`src/rtl/chronospatial_core_seq.sv`:
```
// Self-sequencing 3-bit chronospatial core.
// A program of {opcode, operand} pairs is loaded into an internal memory,
// registers A/B/C are initialised, and a start pulse runs the program at one
// instruction per cycle. Values produced by the out instruction leave through
// a small FIFO with valid/ready backpressure. Execution stops at the end of the
// program, on a fault (reserved combo operand, misaligned jump) or when the
// step watchdog expires.
module chronospatial_core_seq #(
   parameter int A_WIDTH    = 16,
   parameter int PROG_DEPTH = 16,
   parameter int OUT_DEPTH  = 4,
   parameter int MAX_STEPS  = 4096
) (
   input  logic                        clk,
   input  logic                        rst_n,
   input  logic                        load_valid,
   input  logic [5:0]                  load_data,
   input  logic                        load_last,
   input  logic                        init_valid,
   input  logic [A_WIDTH-1:0]          init_a,
   input  logic [A_WIDTH-1:0]          init_b,
   input  logic [A_WIDTH-1:0]          init_c,
   input  logic                        start,
   output logic [2:0]                  out_data,
   output logic                        out_valid,
   input  logic                        out_ready,
   output logic                        busy,
   output logic                        halted,
   output logic                        error,
   output logic [$clog2(PROG_DEPTH):0] instr_ptr
);

   localparam int PA = $clog2(PROG_DEPTH);   // program address bits
   localparam int PW = PA + 1;               // pc / length width, holds PROG_DEPTH
   localparam int OA = $clog2(OUT_DEPTH);    // FIFO address bits
   localparam int SW = $clog2(MAX_STEPS + 1);

   localparam logic [PW-1:0] PROG_FULL = PW'(PROG_DEPTH);
   localparam logic [OA:0]   OUT_FULL  = (OA + 1)'(OUT_DEPTH);
   localparam logic [SW-1:0] LAST_STEP = SW'(MAX_STEPS - 1);

   typedef enum logic [1:0] {ST_IDLE, ST_RUN, ST_HALT} state_t;

   state_t               state_q;
   logic [A_WIDTH-1:0]   a_q, b_q, c_q;
   logic [PW-1:0]        pc_q, wr_ptr_q, prog_len_q;
   logic [SW-1:0]        step_q;
   logic                 error_q;

   logic [5:0]           prog_mem [PROG_DEPTH];
   logic [2:0]           fifo_mem [OUT_DEPTH];
   logic [OA-1:0]        fifo_rd_q, fifo_wr_q;
   logic [OA:0]          fifo_cnt_q;

   // Decode / execute results for the instruction at pc
   logic [5:0]           instr;
   logic [2:0]           op, opd;
   logic [A_WIDTH-1:0]   combo, shr_a;
   logic                 uses_combo, at_end, fifo_full, pop;
   logic                 fault, exec_ok, push;
   logic [2:0]           push_val;
   logic [A_WIDTH-1:0]   a_d, b_d, c_d;
   logic [PW-1:0]        pc_d;
   logic                 load_wr_en;

   // pc never indexes past PROG_DEPTH-1 while executing: pc >= prog_len halts first
   assign instr      = prog_mem[pc_q[PA-1:0]];
   assign op         = instr[5:3];
   assign opd        = instr[2:0];
   assign at_end     = (pc_q >= prog_len_q);
   assign fifo_full  = (fifo_cnt_q == OUT_FULL);
   assign out_valid  = (fifo_cnt_q != '0);
   assign out_data   = out_valid ? fifo_mem[fifo_rd_q] : 3'd0;
   assign pop        = out_valid && out_ready;
   assign busy       = (state_q == ST_RUN);
   assign halted     = (state_q == ST_HALT);
   assign error      = error_q;
   assign instr_ptr  = {pc_q[PA-1:0], 1'b0};
   assign load_wr_en = rst_n && (state_q != ST_RUN) && load_valid && (wr_ptr_q != PROG_FULL);

   // Combo operand selection and the shared A >> combo result (logical shift gives 0 when combo >= A_WIDTH)
   always_comb begin
      combo = A_WIDTH'(opd);
      case (opd)
         3'd4:    combo = a_q;
         3'd5:    combo = b_q;
         3'd6:    combo = c_q;
         default: combo = A_WIDTH'(opd);
      endcase
      shr_a      = a_q >> combo;
      uses_combo = (op == 3'd0) || (op == 3'd2) || (op == 3'd5) || (op == 3'd6) || (op == 3'd7);
   end

   // Execute one instruction: faults beat stalls, stalls beat execution
   always_comb begin
      fault    = 1'b0;
      exec_ok  = 1'b0;
      push     = 1'b0;
      push_val = combo[2:0];
      a_d      = a_q;
      b_d      = b_q;
      c_d      = c_q;
      pc_d     = pc_q + 1'b1;
      if (state_q == ST_RUN && !at_end) begin
         if (uses_combo && opd == 3'd7) begin
            fault = 1'b1;
         end else if (op == 3'd3 && a_q != '0 && opd[0]) begin
            fault = 1'b1;
         end else if (op == 3'd5 && fifo_full) begin
            exec_ok = 1'b0;   // out stalls; nothing advances this cycle
         end else begin
            exec_ok = 1'b1;
            case (op)
               3'd0: a_d = shr_a;
               3'd1: b_d = b_q ^ A_WIDTH'(opd);
               3'd2: b_d = A_WIDTH'(combo[2:0]);
               3'd3: if (a_q != '0) pc_d = PW'(opd[2:1]);
               3'd4: b_d = b_q ^ c_q;
               3'd5: push = 1'b1;
               3'd6: b_d = shr_a;
               default: c_d = shr_a;
            endcase
         end
      end
   end

   // Control FSM: load/init/start while stopped, instruction retirement while running
   always_ff @(posedge clk) begin
      if (!rst_n) begin
         state_q    <= ST_IDLE;
         a_q        <= '0;
         b_q        <= '0;
         c_q        <= '0;
         pc_q       <= '0;
         wr_ptr_q   <= '0;
         prog_len_q <= '0;
         step_q     <= '0;
         error_q    <= 1'b0;
      end else begin
         case (state_q)
            ST_RUN: begin
               if (at_end) begin
                  state_q <= ST_HALT;
               end else if (fault) begin
                  error_q <= 1'b1;
                  state_q <= ST_HALT;
               end else if (exec_ok) begin
                  a_q    <= a_d;
                  b_q    <= b_d;
                  c_q    <= c_d;
                  pc_q   <= pc_d;
                  step_q <= step_q + 1'b1;
                  if (step_q == LAST_STEP) begin
                     error_q <= 1'b1;
                     state_q <= ST_HALT;
                  end
               end
            end
            default: begin
               if (load_valid) begin
                  if (wr_ptr_q == PROG_FULL) begin
                     // Overflowing write is dropped; a last flag still closes the program
                     error_q <= 1'b1;
                     if (load_last) begin
                        wr_ptr_q   <= '0;
                        prog_len_q <= PROG_FULL;
                     end
                  end else if (load_last) begin
                     prog_len_q <= wr_ptr_q + 1'b1;
                     wr_ptr_q   <= '0;
                  end else begin
                     wr_ptr_q <= wr_ptr_q + 1'b1;
                  end
               end
               if (init_valid) begin
                  a_q <= init_a;
                  b_q <= init_b;
                  c_q <= init_c;
               end
               // Start sees the program length from before this cycle's load
               if (start) begin
                  if (prog_len_q != '0) begin
                     state_q <= ST_RUN;
                     pc_q    <= '0;
                     step_q  <= '0;
                     error_q <= 1'b0;
                  end else begin
                     state_q <= ST_HALT;
                     error_q <= 1'b1;
                  end
               end
            end
         endcase
      end
   end

   // Program memory write port (contents survive reset)
   always_ff @(posedge clk) begin
      if (load_wr_en) begin
         prog_mem[wr_ptr_q[PA-1:0]] <= load_data;
      end
   end

   // Output FIFO storage
   always_ff @(posedge clk) begin
      if (rst_n && push) begin
         fifo_mem[fifo_wr_q] <= push_val;
      end
   end

   // Output FIFO pointers and occupancy
   always_ff @(posedge clk) begin
      if (!rst_n) begin
         fifo_rd_q  <= '0;
         fifo_wr_q  <= '0;
         fifo_cnt_q <= '0;
      end else begin
         if (push) fifo_wr_q <= fifo_wr_q + 1'b1;
         if (pop)  fifo_rd_q <= fifo_rd_q + 1'b1;
         case ({push, pop})
            2'b10:   fifo_cnt_q <= fifo_cnt_q + 1'b1;
            2'b01:   fifo_cnt_q <= fifo_cnt_q - 1'b1;
            default: fifo_cnt_q <= fifo_cnt_q;
         endcase
      end
   end

endmodule

```
`config.mk`:
```
export PLATFORM = sky130hd
export DESIGN_NAME = chronospatial_core_seq
export DESIGN_NICKNAME = d
export VERILOG_FILES = /design/src/rtl/chronospatial_core_seq.sv
export SDC_FILE = /design/constraint.sdc
export NUM_CORES = 1
export LEC_CHECK = 0
export BUFFER_PORTS_ARGS = -buffer_cell sky130_fd_sc_hd__buf_4
export CAP_MARGIN = 15
export CORE_AREA = 2 2 148 150
export DETAILED_ROUTE_END_ITERATION = 10
export DIE_AREA = 0 0 150 152
export GPL_ROUTABILITY_DRIVEN = 0
export GPL_TIMING_DRIVEN = 0
export PLACE_DENSITY = 0.7
export SKIP_LAST_GASP = 1
export SYNTH_ARGS = -nofsm -noshare
export SYNTH_HDL_FRONTEND = slang
export SYNTH_SLANG_ARGS = --single-unit
```
`constraint.sdc`:
```
create_clock -name clk -period 3.86 [get_ports clk]
set_input_delay 0.193 -clock clk [delete_from_list [all_inputs] [get_ports clk]]
set_output_delay 0.193 -clock clk [all_outputs]
set_load 0.02 [all_outputs]
```
==> metrics.cfg, run 1 <==
[clock_tree]
clkTransAtPathRegs_ps=80
clkSinkCount=200
hold_buffers=0
cts_buffers=17
cts_tree=yes
cts_max_level=4
root_buffer=clkbuf_16
clk_latency_ps=450
cts_buffer_depth=2

[setup_path]
arrival_ps=4090
cp-start-kind=register
slowest_delay_ps=540
worst_setup_path_end_kind=register
r2r_slack_ps=140
cpMostUsedCell=inv_1
cp_cell_sequence=buf_12, mux4_2, mux2i_4, mux2_4, buf_6, nor4_2, o31ai_4, nand2_2, nor4_4, inv_1, ha_1, inv_1, fa_1, xor2_1, or3_1, a21oi_1
rr_endpoint=fifo_cnt_q[2]$_SDFFE_PN0P_
slowest_stage=mux4_2
reg2reg_depth=16
worst-path-buf-inv=4
critPathKind=register to register
path_delay_family=multiplexers
worstPathMaxFanout=10
worstPathRequired_ps=4230

[sta]
setup_tns_ps=0
skew_ps=15.4
timing.hold.ws_ps=24.1
period_needed_ps=3720
hold_violations=0
fmax_mhz=269
setup_viol=0
tightest_slew_ps=1070
slew_headroom=0.279
fin_crit_sh=0.963
setup_ws_ps=142
finalMaxSlewViolations=0

[global_route]
grtUsageTotal=0.263
grt_pass1_vias=8552
antenna_found_initial=0
grt_max_degree=24
grt.overflow.total=0
grt_first_pass_wirelength_um=46400

[power_and_ir_drop]
p_leak_nw=4.18
finalPower_mw=5.09
vdd_drop_max_uv=317
p_per_area_nw_per_um2=413

[yosys]
synth-adder-area-share=0.0210
synth-edff-count=108
syn_area_sq_um=10500
ys.flop_type=edfxtp_1
yosys_warnings=0
yosysSeqAreaShare=0.486
synthCells=991
synth.ff_latch_count=200
synth-async-reset-ratio=0
synthSimpleGateAreaFrac=0.151
synthMuxAreaShare=0.0936
syn_avg_cell_area_sq_um=10.6
synth-xor-area-share=0.0259
synth_top_family_by_area=compound AO/OA/AOI/OAI gates
syn_nets=1069
synth_compound_area_frac=0.182
ys_types=89

[layout]
drive_above_1_share=0.216
post-route-util=0.577
fin_nets=1171
layout.cells.non_filler=1386
diodes=0
fin_area_sq_um=12300
mostFrequentLayoutCells=108 x edfxtp_1, 91 x buf_4, 90 x dfxtp_1
final_common_cell=edfxtp_1
areaGrowthSynthToFinish_pct=17.6

[placement]
portBuffers=71
placed_cell_area_sq_um=11400
hpwl_um=21600
pre_cts_ws_ps=-575
dp_cells=1342

[die]
pin_count=73
initial_core_util=0.490
die-area_sq_um=22800
core.rowCount=54
die_w_um=150
core_area_sq_um=21400
die_h_um=152

[job]
cap_violations=0

[routing]
drcViolationCount=0
vias_per_cell=6.30
ant_nets=0
routed-via-count=8727
wirelength_um=29500
wl_per_cell_um=21.3
drt-initial-drc-count=997
drt_first_pass_iters=6

[min_path]
min_to=b_q[14]$_SDFFE_PN0P_
hp-start=init_b[14]
min_path_type=input port to register
whs_path_depth=3

[run_status]
outcome=finished clean

[final cells by class]
class                      count  area [sq um]
sequential                   200          5090
tap                          280           350
clock buffer                  17           425
clock inverter                15           215
buffer                        63           378
timing repair buffer          83           623
fill                        1845          9040
inverter                      23          88.8
multi-input combinational    705          5140
[power by group]
group          switching [mW]  internal (mW)  total, mW
clock                   0.944          0.965       1.91
combinational           0.502          0.298      0.801
sequential             0.0721           2.30       2.38
[cells in the mapped netlist (all sizes together), types with 4 or more instances]
cell	n	area [sq um]
edfxtp	108	3240
nand2	59	224
mux2	9	105
and3	15	93.8
o211ai	12	95.1
mux4	28	634
a211oi	28	215
o21a	6	45.0
o221ai	9	78.8
nand4b	5	43.8
or3	6	42.5
xnor2	20	175
and2	8	50.1
mux2i	24	240
clkbuf	27	101
nand3b	5	37.5
a31oi	22	144
o2111ai	5	50.0
a221oi	4	35.0
xor2	11	96.3
ha	16	200
a32o	8	80.1
dfxtp	92	1840
a2bb2oi	4	35.0
nand3	63	315
or2	4	25.0
buf	36	230
nand2b	10	70.1
inv	23	88.8
nor4	11	90.1
nor2	86	328
o31ai	5	65.1
a22oi	6	45.0
o21ai	90	458
nor3	27	140
a21oi	49	249
a21o	5	37.5
[routing by layer]
layer | wire, um | global-route usage | up-vias
met4 | 1350 | 0.127 | 0
met3 | 2380 | 0.0438 | 107
met1 | 11600 | 0.344 | 4155
met5 | 0 | 0 | -
li1 | - | - | 4002
met2 | 14200 | 0.424 | 463
[worst register-to-register path, delay by kind of cell, from the launching register on]
family	cells	cell delay (ps)
mux	3	960
simple gates	4	890
flops	1	400
compound gates	2	440
xor+xnor	1	70
fa+ha+maj	2	400
buf+inv	4	480
[logic make-up after synthesis]
kind of cell | Yosys count
simple gates | 314
compound gates | 281
flops | 200
buf+inv | 86
mux | 61
xor+xnor | 31
fa+ha+maj | 17
other cells | 1
[what timing repair did]
item | in CTS | in global routing
pin swaps | 3 | 5
resized for setup | 9 | 47
gates cloned | 0 | 0
setup endpoints to repair | 45 | 47
buffers inserted | 3 | 9
[sequential cells by signal, summed over array words and instances, names as in the netlist, named ones only]
signal	cells
prog_mem	96
a_q	16
b_q	16
c_q	16
step_q	13
fifo_mem	12
pc_q	5
prog_len_q	5
wr_ptr_q	5
fifo_cnt_q	3
fifo_rd_q	2
fifo_wr_q	2
state_q	2
error	1
[how the worst max path moves through the flow]
stage,start,endpoint,slack [ps],depth (start not counted)
5_1_grt,register,fifo_cnt_q[2]$_SDFFE_PN0P_,-30,16
3_3_place_gp,register,fifo_cnt_q[2]$_SDFFE_PN0P_,-490,16
2_1_floorplan,register,fifo_cnt_q[2]$_SDFFE_PN0P_,190,16
3_5_place_dp,register,fifo_cnt_q[2]$_SDFFE_PN0P_,-580,16
4_1_cts,register,fifo_cnt_q[2]$_SDFFE_PN0P_,-60,16
6_report,register,fifo_cnt_q[2]$_SDFFE_PN0P_,140,16
Note: power is estimated with default switching activity, not from simulation.
==> inputs of run 2 (changes only) <==
Settings changed: CELL_PAD_IN_SITES_DETAIL_PLACEMENT set to 2, CELL_PAD_IN_SITES_GLOBAL_PLACEMENT set to 2, CORE_AREA 2 2 148 150 to 2 2 174 176, DIE_AREA 0 0 150 152 to 0 0 176 178, PLACE_DENSITY 0.7 to not set, PLACE_DENSITY_LB_ADDON set to 0.1.
==> metrics.cfg, run 2 (synthesis results as in run 1) <==
[global_route]
grt.overflow.total=0  ; unchanged
grtUsageTotal=0.248  ; was 0.263
grt_max_degree=23  ; was 24
grt_first_pass_wirelength_um=57900  ; was 46400 um
antenna_found_initial=0  ; unchanged
grt_pass1_vias=9345  ; was 8552

[placement]
hpwl_um=28500  ; was 21600 um
placed_cell_area_sq_um=11500  ; was 11400 sq um
portBuffers=71  ; unchanged

[setup_path]
cp-start-kind=register  ; unchanged
cpMostUsedCell=inv_1  ; unchanged
reg2reg_depth=16  ; unchanged
rr_endpoint=fifo_cnt_q[2]$_SDFFE_PN0P_  ; unchanged
slowest_stage=mux4_2  ; unchanged
worstPathMaxFanout=8  ; was 10
worst-path-buf-inv=4  ; unchanged
path_delay_family=multiplexers  ; unchanged
r2r_slack_ps=80  ; was 140 ps
worstPathRequired_ps=4230  ; about the same
cp_cell_sequence=buf_8, buf_4, mux4_2, mux2i_1, mux2_4, a2111oi_2, o31ai_4, nand2_2, nor4_4, inv_1, ha_1, inv_1, fa_1, xor2_1, or3_1, a21oi_1  ; was buf_12, mux4_2, mux2i_4, mux2_4, buf_6, nor4_2, o31ai_4, nand2_2, nor4_4, inv_1, ha_1, inv_1, fa_1, xor2_1, or3_1, a21oi_1
slowest_delay_ps=480  ; was 540 ps
critPathKind=register to register  ; unchanged
worst_setup_path_end_kind=register  ; unchanged
arrival_ps=4150  ; was 4090 ps

[power_and_ir_drop]
vdd_drop_max_uv=373  ; was 317 uV
p_per_area_nw_per_um2=410  ; was 413 nW/um^2
finalPower_mw=5.16  ; was 5.09 mW
p_leak_nw=4.24  ; was 4.18 nW

[clock_tree]
cts_buffer_depth=2  ; unchanged
clkSinkCount=200  ; unchanged
clk_latency_ps=450  ; about the same
cts_tree=yes  ; unchanged
hold_buffers=0  ; unchanged
cts_buffers=17  ; unchanged
clkTransAtPathRegs_ps=90  ; was 80 ps
root_buffer=clkbuf_16  ; unchanged
cts_max_level=4  ; unchanged

[min_path]
hp-start=init_a[10]  ; was init_b[14]
min_to=a_q[10]$_SDFFE_PN0P_  ; was b_q[14]$_SDFFE_PN0P_
min_path_type=input port to register  ; unchanged
whs_path_depth=3  ; unchanged

[routing]
vias_per_cell=5.78  ; was 6.30
wl_per_cell_um=25.4  ; was 21.3 um
wirelength_um=38200  ; was 29500 um
drt_first_pass_iters=5  ; was 6
drcViolationCount=0  ; unchanged
ant_nets=0  ; unchanged
drt-initial-drc-count=607  ; was 997
routed-via-count=8710  ; was 8727

[die]
die_w_um=176  ; was 150 um
core_area_sq_um=29400  ; was 21400 sq um
die-area_sq_um=31300  ; was 22800 sq um
core.rowCount=63  ; was 54
die_h_um=178  ; was 152 um
initial_core_util=0.356  ; was 0.490
pin_count=73  ; unchanged

[run_status]
outcome=finished clean  ; unchanged

[sta]
slew_headroom=0.158  ; was 0.279
skew_ps=18.0  ; was 15.4 ps
hold_violations=0  ; unchanged
period_needed_ps=3780  ; was 3720 ps
finalMaxSlewViolations=0  ; unchanged
tightest_slew_ps=1250  ; was 1070 ps
setup_viol=0  ; unchanged
fmax_mhz=264  ; was 269 MHz
rsz0062_at_grt=true
fin_crit_sh=0.980  ; was 0.963

[layout]
mostFrequentLayoutCells=108 x edfxtp_1, 100 x buf_4, 91 x dfxtp_1  ; was 108 x edfxtp_1, 91 x buf_4, 90 x dfxtp_1
diodes=0  ; unchanged
largest_register_ffs=96  ; unchanged
seq_area_sq_um=5090  ; about the same
fillerInstances=3091  ; was 1845
drive_above_1_share=0.230  ; was 0.216
final_common_cell=edfxtp_1  ; unchanged
fin_area_sq_um=12600  ; was 12300 sq um
multiInputGateArea_sq_um=5200  ; was 5140 sq um
areaGrowthSynthToFinish_pct=20.0  ; was 17.6%
fin_nets=1181  ; was 1171

[job]
cap_violations=0  ; unchanged

run 2: cell types whose count changed in the layout (fill, tap and decap cells not counted), moves of 3 or more:
| cell | delta |
|---|---|
| nor2_1 | -3 |
| buf_4 | +9 |
| nor2_2 | +3 |
| buf_8 | +3 |
run 2: metrics by stage:
step	hold slack, ps	TNS (ps)	worst slack, ps	utilization	std cells
floorplan	292	0	188	-	991
global placement	440	-14730	-726	0.391	1452
detailed placement	449	-19260	-820	0.391	1452
CTS	12.3	-21.6	-21.6	0.417	1490
global route	14.9	-331	-117	0.427	1506
finish	13.7	0	78.1	0.427	1506
run 2: cell type report:
class	instances	area share
clock buffer	17	0.0339
inverter	23	0.00707
multi-input combinational	705	0.414
clock inverter	15	0.0143
buffer	63	0.0313
sequential	200	0.405
tap	390	0.0388
timing repair buffer	93	0.0552
run 2: power breakdown:
| part | internal [mW] | switching, mW | leakage, nW |
|---|---|---|---|
| Sequential | 2.30 | 0.0759 | 1.73 |
| Clock | 0.894 | 1.01 | 0.293 |
| Combinational | 0.309 | 0.558 | 2.22 |
run 2: metal layers:
layer	part of all wire	wire length (um)	track usage
met1	0.43	16400	0.310
met3	0.031	1190	0.0354
met2	0.52	19700	0.444
met5	0	0	0
met4	0.023	892	0.0751
run 2: timing repair:
action                                  CTS  global route
setup buffers                             6            14
pin swaps                                 5             2
endpoints found under the setup margin   85            61
resized for setup                        30            43
run 2: worst max path at each step:
stage | cells after the start | slack (ps) | startpoint | end
global route | 16 | -120 | register | fifo_cnt_q[2]$_SDFFE_PN0P_
floorplan | 16 | 190 | register | fifo_cnt_q[2]$_SDFFE_PN0P_
CTS | 16 | -20 | register | fifo_cnt_q[2]$_SDFFE_PN0P_
detailed placement | 16 | -820 | register | fifo_cnt_q[2]$_SDFFE_PN0P_
finish | 16 | 80 | register | fifo_cnt_q[2]$_SDFFE_PN0P_
global placement | 16 | -730 | register | fifo_cnt_q[2]$_SDFFE_PN0P_
run 2: worst reg2reg max path: stages (launching register included):
cell and delay (ps):
dfxtp_1 360, buf_8 150, buf_4 130, mux4_2 480
mux2i_1 300, mux2_4 280, a2111oi_2 100, o31ai_4 270
nand2_2 130, nor4_4 410, inv_1 100, ha_1 220
inv_1 70, fa_1 170, xor2_1 80, or3_1 310
a21oi_1 140
